`config.mk`:
```
export PLATFORM = sky130hd
export DESIGN_NAME = des_key_sched_seq
export DESIGN_NICKNAME = d
export VERILOG_FILES = /design/src/rtl/des_key_sched_seq.sv
export SDC_FILE = /design/constraint.sdc
export NUM_CORES = 1
export LEC_CHECK = 0
export BUFFER_PORTS_ARGS = -buffer_cell sky130_fd_sc_hd__buf_2
export CORE_MARGIN = 10
export CORE_UTILIZATION = 50
export DETAILED_ROUTE_END_ITERATION = 7
export GPL_TIMING_DRIVEN = 0
export PLACE_DENSITY = 0.72
export SYNTH_ARGS = -nofsm -noshare
export SYNTH_HDL_FRONTEND = slang
export SYNTH_SLANG_ARGS = --single-unit
```
`constraint.sdc`:
```
create_clock -name clk -period 5.15 [get_ports clk]
set_input_delay 1.03 -clock clk [delete_from_list [all_inputs] [get_ports clk]]
set_output_delay 1.03 -clock clk [all_outputs]
set_load 0.02 [all_outputs]
```
`src/rtl/des_key_sched_seq.sv`:
```
// Sequential DES/TDES round-key generator: streams one PC-2 subkey per accepted cycle,
// stage by stage, in encrypt or decrypt order, from a rotating 56-bit CD register.
module des_key_sched_seq #(
    parameter int unsigned KEYS = 1
) (
    input  logic                 clk,
    input  logic                 rst_n,
    input  logic                 start_valid,
    output logic                 start_ready,
    input  logic                 start_decrypt,
    input  logic [64*KEYS-1:0]   key_in,
    output logic                 sk_valid,
    input  logic                 sk_ready,
    output logic [47:0]          sk_data,
    output logic [3:0]           sk_round,
    output logic [1:0]           sk_stage,
    output logic                 sk_stage_dec,
    output logic                 sk_last,
    output logic                 busy
);

    localparam int unsigned KW = 64 * KEYS;

    // Entry i holds the 1-based source bit for output bit i+1.
    localparam logic [335:0] PC1_TAB = {
        6'd57, 6'd49, 6'd41, 6'd33, 6'd25, 6'd17, 6'd9,
        6'd1,  6'd58, 6'd50, 6'd42, 6'd34, 6'd26, 6'd18,
        6'd10, 6'd2,  6'd59, 6'd51, 6'd43, 6'd35, 6'd27,
        6'd19, 6'd11, 6'd3,  6'd60, 6'd52, 6'd44, 6'd36,
        6'd63, 6'd55, 6'd47, 6'd39, 6'd31, 6'd23, 6'd15,
        6'd7,  6'd62, 6'd54, 6'd46, 6'd38, 6'd30, 6'd22,
        6'd14, 6'd6,  6'd61, 6'd53, 6'd45, 6'd37, 6'd29,
        6'd21, 6'd13, 6'd5,  6'd28, 6'd20, 6'd12, 6'd4
    };

    localparam logic [287:0] PC2_TAB = {
        6'd14, 6'd17, 6'd11, 6'd24, 6'd1,  6'd5,
        6'd3,  6'd28, 6'd15, 6'd6,  6'd21, 6'd10,
        6'd23, 6'd19, 6'd12, 6'd4,  6'd26, 6'd8,
        6'd16, 6'd7,  6'd27, 6'd20, 6'd13, 6'd2,
        6'd41, 6'd52, 6'd31, 6'd37, 6'd47, 6'd55,
        6'd30, 6'd40, 6'd51, 6'd45, 6'd33, 6'd48,
        6'd44, 6'd49, 6'd39, 6'd56, 6'd34, 6'd53,
        6'd46, 6'd42, 6'd50, 6'd36, 6'd29, 6'd32
    };

    // Bit n-1 set where shift S[n] is 2.
    localparam logic [15:0] S_TWO = 16'h7EFC;

    typedef enum logic [0:0] {
        IDLE = 1'b0,
        RUN  = 1'b1
    } state_t;

    state_t state, state_nxt;

    logic [KW-1:0] key_q;
    logic          mode_q;
    logic [55:0]   cd_q;

    logic          accept_c;
    logic          hs_c;
    logic          last_c;
    logic [1:0]    stage_inc_c;
    logic          nxt_dec_c;
    logic [63:0]   nxt_key_c;
    logic [63:0]   first_key_c;
    logic [3:0]    shift_idx_c;

    function automatic logic [55:0] pc1(input logic [63:0] k);
        logic [55:0] r;
        r = '0;
        for (int i = 0; i < 56; i++)
            r[55-i] = k[6'(7'd64 - 7'(PC1_TAB[(55-i)*6 +: 6]))];
        return r;
    endfunction

    function automatic logic [47:0] pc2(input logic [55:0] cd);
        logic [47:0] r;
        r = '0;
        for (int i = 0; i < 48; i++)
            r[47-i] = cd[6'(6'd56 - PC2_TAB[(47-i)*6 +: 6])];
        return r;
    endfunction

    // C and D halves rotate independently by one or two places.
    function automatic logic [55:0] rot(input logic [55:0] cd, input logic right, input logic two);
        logic [27:0] c;
        logic [27:0] d;
        c = cd[55:28];
        d = cd[27:0];
        if (!right && two)      return {c[25:0], c[27:26], d[25:0], d[27:26]};
        else if (!right)        return {c[26:0], c[27],    d[26:0], d[27]};
        else if (two)           return {c[1:0],  c[27:2],  d[1:0],  d[27:2]};
        else                    return {c[0],    c[27:1],  d[0],    d[27:1]};
    endfunction

    // Encrypt stages start at C1D1, decrypt stages at C16D16 (= C0D0).
    function automatic logic [55:0] load_cd(input logic [63:0] k, input logic dec);
        return dec ? pc1(k) : rot(pc1(k), 1'b0, 1'b0);
    endfunction

    function automatic logic [63:0] pick_key(input logic [KW-1:0] keys, input logic [1:0] idx);
        logic [63:0] r;
        r = '0;
        for (int i = 0; i < int'(KEYS); i++)
            if (idx == 2'(i)) r = keys[64*i +: 64];
        return r;
    endfunction

    assign accept_c    = start_valid && start_ready;
    assign hs_c        = sk_valid && sk_ready;
    assign last_c      = (sk_round == 4'd15) && (sk_stage == 2'(KEYS-1));
    assign sk_last     = sk_valid && last_c;
    assign sk_data     = pc2(cd_q);
    assign stage_inc_c = sk_stage + 2'd1;
    assign nxt_dec_c   = mode_q ^ stage_inc_c[0];
    assign nxt_key_c   = pick_key(key_q, mode_q ? 2'(KEYS-1) - stage_inc_c : stage_inc_c);
    assign first_key_c = pick_key(key_in, start_decrypt ? 2'(KEYS-1) : 2'd0);
    assign shift_idx_c = sk_stage_dec ? 4'd15 - sk_round : sk_round + 4'd1;

    // State register
    always_ff @(posedge clk or negedge rst_n) begin
        if (!rst_n) state <= IDLE;
        else        state <= state_nxt;
    end

    // Next-state logic
    always_comb begin
        state_nxt = state;
        case (state)
            IDLE:    if (accept_c) state_nxt = RUN;
            RUN:     if (hs_c && last_c) state_nxt = IDLE;
            default: state_nxt = IDLE;
        endcase
    end

    // Handshake outputs decoded from state
    always_comb begin
        start_ready = 1'b0;
        sk_valid    = 1'b0;
        busy        = 1'b0;
        case (state)
            IDLE:    start_ready = 1'b1;
            RUN: begin
                sk_valid = 1'b1;
                busy     = 1'b1;
            end
            default: start_ready = 1'b0;
        endcase
    end

    // Key latch, CD rotation and round/stage counters
    always_ff @(posedge clk or negedge rst_n) begin
        if (!rst_n) begin
            key_q        <= '0;
            mode_q       <= 1'b0;
            cd_q         <= '0;
            sk_round     <= '0;
            sk_stage     <= '0;
            sk_stage_dec <= 1'b0;
        end else if (accept_c) begin
            key_q        <= key_in;
            mode_q       <= start_decrypt;
            cd_q         <= load_cd(first_key_c, start_decrypt);
            sk_round     <= '0;
            sk_stage     <= '0;
            sk_stage_dec <= start_decrypt;
        end else if (hs_c) begin
            if (sk_round != 4'd15) begin
                cd_q     <= rot(cd_q, sk_stage_dec, S_TWO[shift_idx_c]);
                sk_round <= sk_round + 4'd1;
            end else if (last_c) begin
                sk_round <= '0;
                sk_stage <= '0;
            end else begin
                cd_q         <= load_cd(nxt_key_c, nxt_dec_c);
                sk_round     <= '0;
                sk_stage     <= stage_inc_c;
                sk_stage_dec <= nxt_dec_c;
            end
        end
    end

endmodule
```
==> flow_metrics.tcl, run 1 <==
set metrics [dict create \
    final-max-slew-violation-count 0 \
    hold_class "reg -> reg" \
    totalWireLength_um 39000 \
    vias_per_cell 6.62 \
    period_needed_ns 3.48 \
    crit_path_cell_trace "ha_1 -> and3_1 -> clkbuf_1 -> clkbuf_1 -> and3_1 -> buf_2" \
    synth_nets 1180 \
    final_nets 1318 \
    crit_family "buffers and inverters" \
    areaGrowthSynthToFinish_pct 17.2 \
    numCtsBuffers 17 \
    synth_top_area_share_pct 33.5 \
    gp_congestion 1.04 \
    cap_violations 0 \
    synth_ff_type "dfrtp_1" \
    io_pins 128 \
    fmax_mhz 287 \
    setup.worst_path.start_class "flop" \
    synth_edf_count 0 \
    yosysTopAreaCell "dfrtp_1" \
    p_comb_share_pct 53.8 \
    dp_hpwl_um 29100 \
    switching_share_pct 47.8 \
    ys_ff_latch 121 \
    ant_nets 0 \
    slowest_delay_ns 0.42 \
    dieArea_um2 23800 \
    relSlewSlack_pct 35.4 \
    tightest_slew_ns 0.954 \
    ctsResizeCount 0 \
    setup_viol_count_final 0 \
    cts_tree "yes" \
    power_frac_clock_pct 19.9 \
    drc 0 \
    clockBufferDepth 2 \
    hold_viol 0 \
    layout-drive-gt1-share_pct 21.9 \
    finalCritPeriodShare_pct 67.6 \
    cellPowerDensity_nw_per_um2 631 \
    place_area_um2 9940 \
    port-buffer-count 118 \
    critPathSlowestCell "dfrtp_1" \
    initialDrtViolationCount 1554 \
    worstPathMaxFanout 10 \
    setup.worst_path.end_class "primary output" \
    tns_ns 0 \
    grt_pass1_wl_um 57900 \
    core_region_area_um2 17800 \
    clk_pin_slew_worst_paths_ns 0.06 \
    rsz0062_at_grt "no" \
    diodes 0 \
    numClockSinks 121 \
    grt_max_degree 68 \
    ys_seq_area_share_pct 33.5 \
    vias 9839 \
    timing.hold.ws_ns 0.507 \
    yosys-top-cells-area "dfrtp_1 (34%), nand2_1 (10%), mux2i_1 (8.6%)" \
    internal_power_uw 3490 \
    ir_worst_vdd_uv 334 \
    cts_setup_buffers 0 \
    placementRows 49 \
    wire_per_inst_um 26.2 \
    grt_usage_pct 31.3 \
    synth-async-reset-ratio_pct 100 \
    p_sw_uw 3190 \
    yosys_warnings 0 \
    first_global_vias 9185 \
    cts_hold_buf 0 \
    crit_arrival_ns 2.45 \
    critical_path_class "reg -> out" \
    synth.distinct_cells 57 \
    synth.avg_cell_area_um2 8.16 \
    cp.required_ns 4.12 \
    grt_overflow 0 \
    run_status "complete, no violations" \
    start_util_pct 50.6 \
    fill_cells 1655 \
    cts-root-buf "clkbuf_16" \
    finalClockSkew_ns 0.00739 \
    p_leak_uw 0.00481 \
    htree_levels 4 \
    power_frac_seq_pct 26.3 \
    syn_inst 1107 \
    antenna_found_initial 0 \
    die_w_um 154 \
    netlist_area_um2 9030 \
    clk_latency_ns 0.43 \
    die_h_um 154 \
    cp_num_buf_inv 3 \
    postLayoutCellArea_um2 10600 \
    drtPass1Iterations 7 \
]
[worst min-delay path, stage by stage (launching register included)]
cell and delay [ns]:
dfrtp_1 0.36, nand2_1 0.06, nand2_1 0.06
[placed cells by master, fill, tap and decap left out, types with 5 or more instances in the layout]
cell / netlist / routed
o21ai_0: 133 / 133
mux2_2: 51 / 51
dfrtp_1: 121 / 121
inv_1: 6 / 6
clkinv_4: 0 / 5
o21a_1: 5 / 5
a21o_1: 17 / 17
nand3_1: 22 / 22
o221ai_1: 39 / 39
nor2b_1: 5 / 5
a21oi_1: 63 / 63
buf_1: 10 / 10
a22o_1: 13 / 13
nor2_1: 29 / 29
nand2_1: 248 / 248
o211ai_1: 5 / 5
buf_4: 52 / 52
mux2i_1: 78 / 78
clkbuf_1: 69 / 70
a211oi_1: 6 / 6
nor3_1: 11 / 11
clkbuf_16: 0 / 17
buf_2: 15 / 132
a221oi_1: 32 / 32
a31oi_1: 9 / 9
and3_1: 6 / 6
[path summary, 6_finish.rpt]
path                            depth (start not counted)  slack (ns)         to   startpoint
worst min register to register                          2        0.51  key_q[37]    key_q[37]
max in group asynchronous                               2        3.81   cd_q[28]        rst_n
worst max register to register                          9        1.75   cd_q[27]  sk_round[0]
worst max-delay path                                    6        1.67    sk_last  sk_round[0]
worst min-delay path                                    2        0.51  key_q[37]    key_q[37]
min in group asynchronous                               1        0.55  key_q[44]        rst_n
[flip-flops by register name, indices dropped and copies added, names as in the netlist]
| signal | count |
|---|---|
| cd_q | 56 |
| key_q | 56 |
| mode_q | 1 |
| sk_round | 4 |
| sk_stage | 2 |
| sk_stage_dec | 1 |
| state | 1 |
[power by group through the flow]
stage / registers, uW / clock network [uW] / logic, uW
after CTS: 1710 / 1320 / 3490
final: 1760 / 1330 / 3590
after floorplan: 1510 / 0 / 2490
after detailed placement: 1730 / 0 / 3470
after global placement: 1730 / 0 / 3430
after global routing: 1760 / 1360 / 3800
[metal layers]
layer	up-vias	global-route usage (%)	share of wire (%)
met4	0	11.7	3.6
met1	4720	43.1	41
met5	-	0	0
li1	4256	-	-
met2	746	46.5	43
met3	117	7.32	12
[cells by family (layout without fill, tap and decap cells)]
logic type / Yosys count / in the layout / share of synthesized area (%)
compound gates: 359 / 359 / 26.1
xor+xnor: 4 / 4 / 0.471
fa+ha+maj: 4 / 4 / 0.554
flops: 121 / 121 / 33.5
buf+inv: 154 / 305 / 8.94
simple gates: 335 / 335 / 15.2
mux: 130 / 130 / 15.3
[cell usage after synthesis, drive strengths merged (3+ instances only)]
master and count:
nor3 11, a21oi 63, dfrtp 121, o22ai 4, ha 4, o31ai 5, nor2b 5, a211o 4
nand2 248, a221oi 33, mux2 51, or3 4, a211oi 6, a21o 17, inv 6, and2 4
o211ai 5, and3 6, buf 79, o221ai 39, clkbuf 69, nand3 22, mux2i 78, a31oi 9
a221o 3, a22o 13, o21ai 136, o21a 5, nor2 29
[area by class of cell]
cell class              instances  area, um^2  share of cell area, %
well taps                     229         287                   2.71
inverters                       6        22.5                  0.213
multi-input cells             832        5190                   49.1
repair buffers                119         624                   5.90
flip-flops and latches        121        3030                   28.6
clock buffers                  19         443                   4.19
clock inverters                13         195                   1.85
plain buffers                 148         785                   7.42
[stage by stage]
stage / instances / worst slack (ns) / total power [uW] / util (%)
4_1_cts: 1487 / 1.70 / 6510 / 59.3
5_1_grt: 1487 / 1.56 / 6920 / 59.3
3_5_place_dp: 1455 / 1.75 / 5200 / 55.7
2_1_floorplan: 1107 / 2.38 / 4000 / -
3_3_place_gp: 1454 / 1.36 / 5160 / 55.5
6_report: 1487 / 1.67 / 6670 / 59.3
(Power assumes the default switching activity.)
==> run 2, diff against run 1 <==
--- a/config.mk
+++ b/config.mk
@@ -10,7 +10,7 @@
 export CORE_UTILIZATION = 50
 export DETAILED_ROUTE_END_ITERATION = 7
 export GPL_TIMING_DRIVEN = 0
-export PLACE_DENSITY = 0.72
+export PLACE_DENSITY = 0.75
 export SYNTH_ARGS = -nofsm -noshare
 export SYNTH_HDL_FRONTEND = slang
 export SYNTH_SLANG_ARGS = --single-unit
==> constraint.sdc (replaced) <==
create_clock -name clk -period 3.2 [get_ports clk]
set_input_delay 0.64 -clock clk [delete_from_list [all_inputs] [get_ports clk]]
set_output_delay 0.64 -clock clk [all_outputs]
set_load 0.02 [all_outputs]
==> run 2 against run 1 <==
  * The run now ends with negative setup slack left
  * Via count is 0.53% lower
  * Sequential power is 61% higher
  * Clock skew is 0.0037 ns higher
  * Critical path type is now reg -> reg
  * Register-to-register slack worse by 1.8 ns
  * Largest cell class unchanged
  * Routed wire length is 0.64% higher
  * Hold slack worse by 0.37 ns
  * Highest routed layer unchanged
  * Global-route usage is 0.48 points higher
  * Die area stayed put
  * Cell count is 0.13% higher
  * Sequential cell count stayed put
  * Clock power is 45% higher
==> flow_metrics.tcl, run 2 (synthesis gave the netlist of run 1 again) <==
set metrics [dict create \
    cts-root-buf "clkbuf_16" \
    layout-drive-gt1-share_pct 23.1 \
    switching_share_pct 49.1 \
    diodes 0 \
    power_frac_seq_pct 26.7 \
    totalWireLength_um 39300 \
    fmax_mhz 311 \
    core_region_area_um2 17800 \
    fill_cells 1651 \
    wire_per_inst_um 26.4 \
    finalClockSkew_ns 0.0110 \
    setup_viol_count_final 1 \
    numCtsBuffers 17 \
    total_power_uw 10600 \
    tightest_slew_ns 0.869 \
    gp_congestion 0.999 \
    final_nets 1320 \
    mostFrequentLayoutCell "nand2_1" \
    p_sw_uw 5210 \
    post-place-ws_ns -0.151 \
    dieArea_um2 23800 \
    grt_usage_pct 31.8 \
    cap_violations 0 \
    drc 0 \
    setup.worst_path.start_class "flop" \
    finalCritPeriodShare_pct 100 \
    fin_ws_ns -0.0128 \
    vias 9787 \
    antenna_found_initial 0 \
    place_area_um2 9940 \
    clk_latency_ns 0.44 \
    port-buffer-count 118 \
    setup.worst_path.end_class "flop" \
    dp_hpwl_um 29400 \
    cts_hold_buf 0 \
    io_pins 128 \
    clockBufferDepth 2 \
    cp.required_ns 3.54 \
    critical_path_class "reg -> reg" \
    hold_class "in -> async" \
    drtPass1Iterations 6 \
    power_frac_clock_pct 18.2 \
    worstPathMaxFanout 10 \
    violations "negative setup slack" \
    crit_arrival_ns 3.55 \
    areaGrowthSynthToFinish_pct 17.0 \
    hold_viol 0 \
    internal_power_uw 5390 \
    die_w_um 154 \
    grt_max_degree 70 \
    postLayoutCellArea_um2 10600 \
    relSlewSlack_pct 42.1 \
    period_needed_ns 3.21 \
    p_leak_uw 0.00481 \
    die_h_um 154 \
    timing.hold.ws_ns 0.135 \
    start_util_pct 50.6 \
    layout_common_cells "nand2_1 (247), o21ai_0 (133), buf_2 (132)" \
    cts_tree "yes" \
    numClockSinks 121 \
    reg.largest.list "cd_q: 56 flops, key_q: 56 flops, sk_round: 4 flops" \
    clk_pin_slew_worst_paths_ns 0.07 \
    first_global_vias 9141 \
    ir_worst_vdd_uv 643 \
    grt_overflow 0 \
    run_status "finished, violations left" \
    p_comb_share_pct 55.1 \
    htree_levels 4 \
    grt_pass1_wl_um 58000 \
    placementRows 49 \
    cellPowerDensity_nw_per_um2 1000 \
    initialDrtViolationCount 1431 \
    ant_nets 0 \
    vias_per_cell 6.57 \
    tns_ns -0.0128 \
    final-max-slew-violation-count 0 \
]
[run 2: changes by cell type in the layout (fill, tap and decap cells not counted), sizes merged]
cell / previous run / this run
inv: 7 / 12
buf: 198 / 200
clkinvlp: 3 / 2
bufinv: 4 / 1
clkbuf: 88 / 86
clkinv: 5 / 6
[run 2: path summary, 6_finish.rpt]
check                      cells past startpoint         from  slack (ns)        end
setup / recovery                               8  sk_round[0]       -0.01   cd_q[40]
hold / removal                                 1        rst_n        0.14  key_q[43]
setup reg to reg                               8  sk_round[0]       -0.01   cd_q[40]
hold reg to reg                                2    key_q[38]        0.51  key_q[38]
max in group asynchronous                      2        rst_n        2.33   cd_q[49]
min in group clk                               3   key_in[12]        0.43  key_q[12]
[run 2: through the flow]
| stage | cells | utilization, % |
|---|---|---|
| floorplan | 1107 | - |
| global placement | 1454 | 55.5 |
| detailed placement | 1455 | 55.7 |
| CTS | 1487 | 58.9 |
| global route | 1489 | 59.2 |
| finish | 1489 | 59.2 |
[run 2: timing repair]
action / CTS / global route
gates resized for setup: 3 / 12
pin swaps: 0 / 1
endpoints found under the hold margin: 0 / 0
endpoints found under the setup margin: 16 / 25
setup buffers: 0 / 2
[run 2: metal layers]
metal  vias up  share of wire [%]  wire length [um]  global-route usage [%]
met1      4660                 41             16200                    42.8
met4         0                3.7              1440                    12.1
met2       729                 42             16600                    46.2
li1       4287                  -                 -                       -
met5         -                  0                 0                       0
met3       111                 13              5010                    10.5
[run 2: power by group through the flow]
stage / sequential (uW) / combinational [uW] / clock, uW
after floorplan: 2430 / 4010 / 0
after global placement: 2780 / 5580 / 0
after detailed placement: 2780 / 5620 / 0
after CTS: 2750 / 5640 / 1910
after global routing: 2850 / 6170 / 1990
final: 2830 / 5830 / 1930
[run 2: layout make-up]
type	instances	area (um^2)	area share [%]
Tap cell	229	287	2.71
Clock inverter	15	141	1.34
Buffer	148	791	7.49
Inverter	6	22.5	0.213
Multi-Input combinational cell	832	5230	49.5
Timing Repair Buffer	121	639	6.05
Sequential cell	121	3030	28.7
Clock buffer	17	425	4.03
[run 2: critical path, cell delays in order (launching register included)]
cell and delay [ns]:
dfrtp_1 0.46, ha_1 0.34, and3_1 0.20, clkbuf_1 0.17, nor2_1 0.34, clkbuf_1 0.41
clkbuf_1 0.65, o221ai_1 0.26, o21ai_0 0.28
